**src/rtl/exec_serial_shifter.sv**
```systemverilog
// Bit-serial SLL/SRL/SRA unit for the execute stage.
// It holds the decode/execute pipe register through `stall` while it shifts one bit
// per clock. It then presents a registered result for exactly one cycle.
module exec_serial_shifter #(
  parameter int unsigned DATAPATH_WIDTH = 64,
  parameter int unsigned SHAMT_WIDTH    = 5,
  parameter logic [3:0]  ALU_SLL        = 4'd5,
  parameter logic [3:0]  ALU_SRL        = 4'd6,
  parameter logic [3:0]  ALU_SRA        = 4'd7
) (
  input  logic                      clk,
  input  logic                      reset,
  input  logic                      op_valid,
  input  logic [3:0]                alu_ctrl,
  input  logic [DATAPATH_WIDTH-1:0] operand,
  input  logic [SHAMT_WIDTH-1:0]    shamt,
  input  logic                      flush,
  output logic                      stall,
  output logic                      busy,
  output logic [DATAPATH_WIDTH-1:0] result,
  output logic                      result_valid
);

  localparam logic [SHAMT_WIDTH-1:0] CountZero = '0;
  localparam logic [SHAMT_WIDTH-1:0] CountOne  = SHAMT_WIDTH'(1);

  typedef enum logic [1:0] {
    StIdle,
    StShift,
    StDone
  } state_e;

  // ShSll must encode as zero so that reset clears the latched type to 0.
  typedef enum logic [1:0] {
    ShSll,
    ShSrl,
    ShSra
  } shift_e;

  state_e                    state_q, state_d;
  logic [SHAMT_WIDTH-1:0]    count_q, count_d;
  logic [DATAPATH_WIDTH-1:0] shreg_q, shreg_d;
  shift_e                    type_q, type_d;
  logic [DATAPATH_WIDTH-1:0] result_q, result_d;
  logic                      result_valid_q, result_valid_d;
  logic                      busy_q, busy_d;

  logic                      is_shift;
  shift_e                    type_in;
  logic [DATAPATH_WIDTH-1:0] shreg_step;

  // Decode whether the pipe register holds a shift instruction, and which kind of shift.
  always_comb begin
    is_shift = 1'b0;
    type_in  = ShSll;
    if (alu_ctrl == ALU_SLL) begin
      is_shift = op_valid;
      type_in  = ShSll;
    end else if (alu_ctrl == ALU_SRL) begin
      is_shift = op_valid;
      type_in  = ShSrl;
    end else if (alu_ctrl == ALU_SRA) begin
      is_shift = op_valid;
      type_in  = ShSra;
    end
  end

  // Compute the one-bit shift of the working register for the latched shift type.
  always_comb begin
    shreg_step = shreg_q;
    unique case (type_q)
      ShSll:   shreg_step = {shreg_q[DATAPATH_WIDTH-2:0], 1'b0};
      ShSrl:   shreg_step = {1'b0, shreg_q[DATAPATH_WIDTH-1:1]};
      ShSra:   shreg_step = {shreg_q[DATAPATH_WIDTH-1], shreg_q[DATAPATH_WIDTH-1:1]};
      default: shreg_step = shreg_q;
    endcase
  end

  // Hold the FSM state; reset returns it to idle immediately.
  always_ff @(posedge clk or posedge reset) begin
    if (reset) begin
      state_q <= StIdle;
    end else begin
      state_q <= state_d;
    end
  end

  // Compute the next state. Flush aborts from any state.
  always_comb begin
    state_d = state_q;
    unique case (state_q)
      StIdle: begin
        if (is_shift) begin
          state_d = (shamt == CountZero) ? StDone : StShift;
        end
      end
      StShift: begin
        // count never reaches 0 inside SHIFT, but <= keeps a corrupted count from hanging
        if (count_q <= CountOne) begin
          state_d = StDone;
        end
      end
      // DONE always returns to idle, so the held instruction is not accepted a second time
      StDone:  state_d = StIdle;
      default: state_d = StIdle;
    endcase
    if (flush) begin
      state_d = StIdle;
    end
  end

  // Compute the combinational stall for the pipe enable (pipe en = ~stall).
  always_comb begin
    stall = 1'b0;
    unique case (state_q)
      StIdle:  stall = is_shift;
      StShift: stall = 1'b1;
      StDone:  stall = 1'b0;
      default: stall = 1'b0;
    endcase
    // A flushed or resetting stage must never hold the pipe
    if (flush || reset) begin
      stall = 1'b0;
    end
  end

  // Compute next values for the datapath: load at accept, then one bit per SHIFT cycle.
  always_comb begin
    count_d = count_q;
    shreg_d = shreg_q;
    type_d  = type_q;
    unique case (state_q)
      StIdle: begin
        if (is_shift && !flush) begin
          shreg_d = operand;
          count_d = shamt;
          type_d  = type_in;
        end
      end
      StShift: begin
        if (count_q != CountZero) begin
          shreg_d = shreg_step;
          count_d = count_q - CountOne;
        end
      end
      default: ;
    endcase
    if (flush) begin
      count_d = CountZero;
    end
  end

  // Compute next values for the registered outputs from the upcoming state.
  always_comb begin
    result_valid_d = (state_d == StDone);
    busy_d         = (state_d == StShift);
    // result holds its last value once DONE has passed; only result_valid qualifies it
    result_d       = (state_d == StDone) ? shreg_d : result_q;
  end

  // Hold the datapath and output registers.
  always_ff @(posedge clk or posedge reset) begin
    if (reset) begin
      count_q        <= CountZero;
      shreg_q        <= '0;
      type_q         <= ShSll;
      result_q       <= '0;
      result_valid_q <= 1'b0;
      busy_q         <= 1'b0;
    end else begin
      count_q        <= count_d;
      shreg_q        <= shreg_d;
      type_q         <= type_d;
      result_q       <= result_d;
      result_valid_q <= result_valid_d;
      busy_q         <= busy_d;
    end
  end

  assign busy         = busy_q;
  assign result       = result_q;
  assign result_valid = result_valid_q;

endmodule

```
**config.mk**
```make
export PLATFORM = sky130hd
export DESIGN_NAME = exec_serial_shifter
export DESIGN_NICKNAME = d
export VERILOG_FILES = /design/src/rtl/exec_serial_shifter.sv
export SDC_FILE = /design/constraint.sdc
export NUM_CORES = 1
export LEC_CHECK = 0
export CAP_MARGIN = 30
export CORE_MARGIN = 2
export CORE_UTILIZATION = 31
export CTS_CLUSTER_SIZE = 25
export DETAILED_ROUTE_END_ITERATION = 10
export RECOVER_POWER = 25
export SLEW_MARGIN = 5
export SYNTH_ARGS = -nofsm -noshare
export SYNTH_HDL_FRONTEND = slang
export SYNTH_SLANG_ARGS = --single-unit
```
**constraint.sdc**
```tcl
create_clock -name clk -period 5.3 [get_ports clk]
set_clock_uncertainty 0.1 [all_clocks]
set_input_delay 0.795 -clock clk [delete_from_list [all_inputs] [get_ports clk]]
set_output_delay 0.795 -clock clk [all_outputs]
set_load 0.01 [all_outputs]
```
* Yosys cells after proc, flatten, opt, wreduce, memory -nomap -nowiden *
Cells that the tools add are included.

operators by class
  add/sub/neg operators = 1
  order comparisons = 1
  eq/ne operators = 10
  multiplexer cells = 21
  reduce and logical (&&, ||, !) cells = 10

operators by type and width
  kind                                                                   count
  64-bit case mux with 3 select lines                                    1
  64-bit 2-to-1 mux                                                      2
  64-bit case mux with 2 select lines                                    1
  5-bit 2-to-1 mux                                                       3
  2-bit 2-to-1 mux                                                       7
  4-bit by 3-bit equality test with 1-bit output, second input constant  3
  5-bit case mux with 2 select lines                                     1
  2-bit by 1-bit equality test with 1-bit output, second input constant  3
  3-bit inequality test, second input constant                           2
  5-bit by 1-bit <= comparator with 1-bit output, second input constant  1
  5-bit logical NOT                                                      1
  5-bit nonzero test                                                     1
  5-bit by 1-bit subtractor with 5-bit output, second input constant     1
  2-bit equality test, second input constant                             2
  2-bit logical NOT                                                      2
  1-bit 2-to-1 mux                                                       4
  2-bit case mux with 2 select lines                                     1
  3-bit AND reduction                                                    1
  3-bit nonzero test                                                     1
  1-bit case mux with 2 select lines                                     1
  2-bit AND reduction                                                    1
  1-bit logical AND                                                      1
  1-bit logical NOT                                                      1
  1-bit logical OR                                                       1

word-level totals
  register bits after elaboration = 139
  bits of input ports = 77
  output and inout bits = 67
  word-level logic and storage cells = 50

* Logic depth before layout (Yosys ltp) *
Gate-level depths: netlist (run 1).

  word-level depth = 8
  mapped depth = 8
  gate-level depth less buffers = 6

* Worst setup path before layout (run 1) *
No wires, ideal clock.

  path type = input -> output
  start point = input port alu_ctrl[3]
  end point = output port stall
  data arrival time = 2028 ps
  slack = 2377 ps
  stages = 6
  buffers on the path = 3
  cells stage by stage = and3b_1 -> clkbuf_1 -> buf_2 -> buf_1 -> a21oi_1 -> nor4_1

on the way
  longest elaborated chain between the ends = 6

ends and longest elaborated chain
  element                                         RTL line  source
  from (decl)                                     14        input logic [3:0] alu_ctrl,
  4-bit by 3-bit equality test with 1-bit output  62        end else if (alu_ctrl == ALU_SRA) begin
  1-bit 2-to-1 mux                                62
  1-bit 2-to-1 mux                                59        end else if (alu_ctrl == ALU_SRL) begin
  1-bit 2-to-1 mux *                              56        if (alu_ctrl == ALU_SLL) begin
  1-bit case mux with 2 select lines *            115       unique case (state_q)
  1-bit 2-to-1 mux *                              122       if (flush || reset) begin
  to (decl)                                       18        output logic stall,

Every way passes the cells marked *; elsewhere a longest branch is shown, timed or not.

==> summary.txt, run 1 <==
Placed design
  – Routability-driven placement congestion ratio: 0.8279
  – PortBufs: 143
  – DP Wirelength: 18.90 mm
  – Placed insts: 1,346

Min path
  – Hold Path Stages: 2
  – Hold Crit Start: result[57]$_DFFE_PP0N_
  – Hold Crit Class: flip-flop to flip-flop

Drt
  – DR pass1 iterations: 5
  – Routed wire per std cell: 21.31 microns
  – Final WL: slightly below 30 mm
  – 1st-iter DRT viols: 484
  – Vias/cell: 5.789
  – Post-route ant nets: 0
  – Via count: ~8,000
  – DR DRC count: 0

Clock tree
  – Post-cts sizing count: 0
  – Skew-Pair Late Insertion Delay: ~430 ps
  – Root Buffer: clkbuf_16
  – Sink Count: 139
  – CTS tree: yes
  – CTS Buf Count: 17
  – Max Root-Sink Buffers: 2
  – Hold bufs inserted after CTS: 0
  – CTS clk-pin slew, worst paths: 60 ps
  – H-tree Lvls: 4
  – Post-CTS Setup Bufs: 0

Layout
  – Final cell count without fillers: ~1,400
  – Area growth syn-to-layout: 26.04%
  – Register Area: 3483 sq um
  – Layout cells sized above 1: 17.22%
  – Multi-input gate area: 4676 sq um
  – Diode count: 0
  – Final nets: between 1,000 and 1,500
  – Fillers: between 2,000 and 3,000

Logic synthesis
  – Synth Area per Inst: 9.535 sq um
  – Post-synth top area share: around two fifths
  – Synth Warn #: 0
  – Mapped Area: between 8000 and 9000 sq um
  – Post-synth EDFFs: 0
  – Syn nets: 986
  – Synth area leader: dfrtp_1
  – Prevailing post-synth register cell: dfrtp_1
  – Top cells by count, synth: dfrtp_1, nor2_1, a21oi_1
  – Most common cell in the netlist: dfrtp_1
  – Asr flop ratio synth: 100.0%
  – Yosys reg bits: around 140
  – Seq/Total Area, Yosys: between 40 and 50%
  – Mapped Cells: 906
  – Distinct cells, synth: 59
  – Synth top area cells: dfrtp_1, o211ai_2, mux2i_1, o31ai_1, a31o_2

Die
  – Initial Util: 31.27%
  – I/O pin count: 144
  – Die area: 29,220 sq um
  – Core area: 27,630 sq um
  – Die Wd: 170.9 microns
  – Die Span Y: 170.9 microns
  – FP Rows: between 60 and 70

Pwr
  – Max VDD drop: between 0.15 and 0.2 mV
  – P_leak: about 4 nW
  – Power Density: 453.4 nW/um^2

Worst setup path
  – Peak per-stage delay on the critical path: about 1700 ps
  – Required @ worst endpoint: about 5600 ps
  – Crit Reg-Reg Startpoint: state_q[0]$_DFF_PP0_
  – Crit start category: primary input
  – CP max stage cell: clkinvlp_2
  – Worst-path maximum fanout: 65
  – Crit. Startpoint: reset
  – Buf+Inv Stages, Crit Path: 3
  – Crit path kind: primary input to async pin
  – Crit path DAT: 4150 ps
  – Reg2reg path depth: 5
  – Critical path's top delay family: buffers and inverters
  – Worst path cell trace: dlygate4sd3_1 -> clkinvlp_2 -> clkbuf_2
  – CP Capture Type: async pin
  – Cell depth of the worst setup path: 3

STA
  – Fin Setup TNS: 0 ps
  – Unrepaired setup endpoints after global routing: false
  – Worst-margin pin slew: 3053 ps
  – Max Fclk: about 260 MHz
  – Tcrit/Tclk final: about 72%
  – Final slew viol count: between 60 and 70
  – Final setup vio count: 0
  – Fin crit period: 3836 ps
  – Final hold viol count: 0
  – Worst slew margin: -104.6%

Run status
  – Failing checks: max-capacitance violations, max-slew violations
  – Status: finished with violations

Global routing
  – First-pass GRT wire length: 44.98 mm
  – Total gr overflow: 0
  – Antenna violations before repair: 0
  – Vias in the first global route: between 7,000 and 8,000
  – GRT Resource Usage Total: between 10% and 20%
  – Largest net degree at the start of global routing: 67

Run
  – Max cap viols: 1
worst paths after layout:
| kind | to | slack (ps) |
|---|---|---|
| worst max-delay path | shreg_q[38]$_DFF_PP0_ | 1460 |
| worst min-delay path | result[57]$_DFFE_PP0N_ | 430 |
| worst max register to register | result[63]$_DFFE_PP0N_ | 1660 |
| worst min register to register | result[57]$_DFFE_PP0N_ | 430 |
| max in group clk | result[63]$_DFFE_PP0N_ | 1660 |
| min in group asynchronous | count_q[2]$_DFFE_PP0P_ | 1620 |
per-stage QoR:
stage                     instance area, sq um  hold WS [ps]  total power, mW  setup slack (ps)  util [%]
after floorplan                           8638         386.8            2.877             680.5         -
after global placement                   10250         414.2            3.727              1495     37.10
after detailed placement                 10320         418.6            3.764              1495     37.37
after CTS                                10890         435.3            4.966              1691     39.43
after global routing                     10890         454.6            5.223             911.7     39.41
final                                    10890         431.4            4.937              1464     39.41
flip-flops by register name (all words and copies together) (netlist names):
name and count:
count_q 5, shreg_q 64, state_q 2, result_valid 1, type_q 2, busy 1, result 64
tightest hold or removal path: stages, from the launching register on:
cell and delay (ps):
dfrtp_1 360, o211ai_2 70, o31ai_1 60
layout make-up:
type / count / area share [%]
flip-flops and latches: 139 / 31.99
repair buffers: 162 / 14.96
inverters: 15 / 0.5286
well taps: 378 / 4.344
multi-input cells: 652 / 42.94
clock inverters: 12 / 1.161
clock buffers: 19 / 4.068
layer usage:
layer	routed length [microns]	vias up	track usage [%]
li1	-	3670	-
met1	12790	4026	25.76
met2	14720	252	34.38
met3	1469	24	3.585
met4	357	0	4.422
met5	0	-	0
logic make-up after synthesis:
| logic type | Yosys count | synth area share, % |
|---|---|---|
| AO/OA/AOI/OAI | 429 | 36.85 |
| buffers and inverters | 115 | 5.982 |
| flip-flops | 139 | 40.27 |
| XOR/XNOR | 1 | 0.1014 |
| AND/OR/NAND/NOR | 156 | 8.879 |
| adder cells (fa/ha/maj) | 3 | 0.4346 |
| multiplexers | 63 | 7.488 |
power by group:
part           internal (mW)  switching (mW)  leakage (nW)
sequential              1.49           0.498          1.70
clock                  0.698           0.489         0.267
combinational          0.966           0.800          2.05
total                   3.15            1.79          4.02
cells in the final DEF, fill, tap and decap left out, types with 3 or more instances in the layout:
master,count
o22a_1,11
clkbuf_16,17
inv_1,13
o211ai_2,48
a211oi_1,23
nor2b_1,13
nand2_1,21
o22ai_1,37
o41ai_1,3
nor2_1,73
o2111ai_1,13
a21oi_1,68
mux2_2,12
a32oi_1,8
dfrtp_1,137
nor3_1,7
ha_1,3
clkinv_2,4
mux2i_1,50
nand2b_1,13
o31ai_1,55
a22oi_1,4
a211o_1,7
a31oi_1,28
o21ai_0,65
nand3_1,4
clkdlybuf4s50_1,142
a21o_1,4
buf_12,3
nand3b_1,6
clkinvlp_4,5
buf_4,14
a31o_2,43
(Power assumes the default switching activity.)
==> run 2: changes to the inputs <==
==> constraint.sdc (replaced) <==
create_clock -name clk -period 4 [get_ports clk]
set_clock_uncertainty 0.1 [all_clocks]
set_input_delay 0.6 -clock clk [delete_from_list [all_inputs] [get_ports clk]]
set_output_delay 0.6 -clock clk [all_outputs]
set_load 0.01 [all_outputs]
==> summary.txt, run 2 (synthesis gave the netlist of run 1 again) <==
Layout
  – Layout cells sized above 1: 17.59% (+0.38 points)
  – Fillers: 2,796 (+0.65%)
  – Fin util: 39.48% (+0.077 points)
  – Diode count: 0 (unchanged)
  – Final nets: 1,074 (+0.66%)
  – Most common cell after layout, fill and taps aside: clkdlybuf4s50_1
  – Area growth syn-to-layout: 26.29%
  – Most frequent cells in the layout: clkdlybuf4s50_1, dfrtp_1, nor2_1

Clock tree
  – Post-cts sizing count: 0 (unchanged)
  – H-tree Lvls: 4 (unchanged)
  – CTS clk-pin slew, worst paths: 60 ps (about the same)
  – Skew-Pair Late Insertion Delay: 430 ps (about the same)
  – Sink Count: 139 (unchanged)
  – Hold bufs inserted after CTS: 0 (unchanged)
  – Post-CTS Setup Bufs: 0 (unchanged)
  – Root Buffer: clkbuf_16
  – CTS tree: yes
  – CTS Buf Count: 17 (unchanged)
  – Max Root-Sink Buffers: 2 (unchanged)

Global routing
  – Antenna violations before repair: 0 (unchanged)
  – GRT Resource Usage Total: 19.77% (-0.061 points)
  – Total gr overflow: 0 (unchanged)
  – First-pass GRT wire length: 44.88 mm (-0.23%)
  – Largest net degree at the start of global routing: 81 (+21%)
  – Vias in the first global route: 7,958 (+3.0%)

Pwr
  – Sequential power share: 40.3% (about the same)
  – Switching power: 2.353 mW (+32%)
  – Max VDD drop: 0.2627 mV (+36%)
  – Clock power share: 23.3% (-0.8 points)
  – Comb pwr share: 36.5% (+0.7 points)
  – Internal: 4.119 mW (+31%)
  – Power Density: 593.2 nW/um^2 (+31%)
  – P_leak: 4.047 nW (+0.76%)
  – Switching power share of the total: 36.36% (+0.16 points)

STA
  – Fin crit period: 2967 ps
  – Final setup vio count: 0 (unchanged)
  – Max Fclk: 337.1 MHz
  – Fin Setup TNS: 0 ps (unchanged)
  – Unrepaired setup endpoints after global routing: false
  – Worst slew margin: 5.938% (+110 points)
  – Final hold viol count: 0 (unchanged)
  – Hold slack: 427.7 ps (-3.708 ps)
  – Tcrit/Tclk final: around 74%
  – Final slew viol count: 0 (-100%)
  – Worst-margin pin slew: 1403 ps (-1650 ps)

Worst setup path
  – CP max stage cell: clkdlybuf4s50_1
  – Peak per-stage delay on the critical path: 580 ps (-1150 ps)
  – CP Capture Type: output pin
  – FF-to-FF End: result[54]$_DFFE_PP0N_
  – Critical path's top delay family: buffers and inverters
  – Crit start category: primary input
  – Flop-to-flop setup slack: 1140 ps (-520 ps)
  – Crit path kind: primary input to output pin
  – Crit path DAT: 2270 ps (-1880 ps)
  – Required @ worst endpoint: 3300 ps (-2310 ps)
  – Worst path cell trace: clkdlybuf4s50_1 -> and3b_2 -> a21oi_1 -> nor4_1 -> clkdlybuf4s50_1
  – Reg2reg path depth: 7 (+2)
  – Worst-path maximum fanout: 5 (-92%)
  – Most numerous cell on the critical path: clkdlybuf4s50_1
  – Crit Reg-Reg Startpoint: count_q[1]$_DFFE_PP0P_
  – Buf+Inv Stages, Crit Path: 2 (-1)

Die
  – Die Span Y: 170.9 microns (unchanged)
  – Initial Util: 31.27% (unchanged)
  – Die area: 29,220 sq um (unchanged)
  – Die Wd: 170.9 microns (unchanged)
  – FP Rows: 61 (unchanged)
  – Core area: 27,630 sq um (unchanged)
  – I/O pin count: 144 (unchanged)

Min path
  – Hold Crit Start: result[37]$_DFFE_PP0N_
  – Hold Crit Class: flip-flop to flip-flop
  – Hold Path Stages: 2 (unchanged)
  – Endpoint, Worst Hold: result[37]$_DFFE_PP0N_

Run status
  – Status: complete, no violations

Placed design
  – PortBufs: 143 (unchanged)
  – Routability-driven placement congestion ratio: 0.8772 (+6.0%)
  – DP Wirelength: 18.42 mm (-2.6%)

Run
  – Max cap viols: 0 (-1)

Drt
  – Final WL: 28.60 mm (-2.5%)
  – DR DRC count: 0 (unchanged)
  – Via count: 7,854 (-1.5%)
  – Vias/cell: 5.675 (-2.0%)
  – DR pass1 iterations: 5 (unchanged)
  – Routed wire per std cell: 20.66 microns (-3.0%)
  – 1st-iter DRT viols: 556 (+15%)
  – Post-route ant nets: 0 (unchanged)
-- run 2: per-stage QoR --
stage	instances	setup WS [ps]	instance area [sq um]	total power [mW]
floorplan	906	1467	8642	3.813
global placement	1353	919.4	10370	4.948
detailed placement	1353	851.0	10370	4.993
CTS	1384	1024	10910	6.515
global route	1384	902.5	10910	6.877
finish	1384	1033	10910	6.471
-- run 2: final cells by class --
type / count / area (sq um) / area share (%)
Clock buffer: 20 / 446.7 / 4.095
Tap cell: 378 / 473.0 / 4.335
Multi-Input combinational cell: 652 / 4673 / 42.84
Timing Repair Buffer: 169 / 1677 / 15.37
Inverter: 15 / 57.56 / 0.5276
Sequential cell: 139 / 3483 / 31.93
Clock inverter: 11 / 98.84 / 0.9061
-- run 2: routing by layer --
| metal | GRT usage (%) | routed length, microns |
|---|---|---|
| met1 | 25.35 | 12510 |
| met2 | 34.17 | 14230 |
| met3 | 3.053 | 1340 |
| met4 | 6.301 | 516 |
| met5 | 0 | 0 |
-- run 2: worst reg2reg max path, stage by stage, from the launching register on --
cell,delay (ps)
dfrtp_1,400
inv_1,150
ha_1,190
or4b_1,660
a21o_1,530
buf_4,340
o21ai_0,270
o31ai_1,90
-- run 2: worst max-delay path by stage --
stage | startpoint | end | slack [ps] | cells past startpoint
after floorplan | alu_ctrl[3] | stall | 1470 | 6
after global placement | alu_ctrl[3] | result[43]$_DFFE_PP0N_ | 920 | 6
after detailed placement | flush | result[30]$_DFFE_PP0N_ | 850 | 5
after CTS | alu_ctrl[3] | stall | 1020 | 5
after global routing | flush | stall | 900 | 3
final | alu_ctrl[3] | stall | 1030 | 5
-- run 2: power by group through the flow --
stage | Sequential [mW] | Combinational [mW] | Clock, mW
finish | 2.60 | 2.36 | 1.51
global route | 2.68 | 2.62 | 1.58
CTS | 2.60 | 2.39 | 1.53
detailed placement | 2.61 | 2.38 | 0
global placement | 2.62 | 2.33 | 0
floorplan | 2.54 | 1.27 | 0
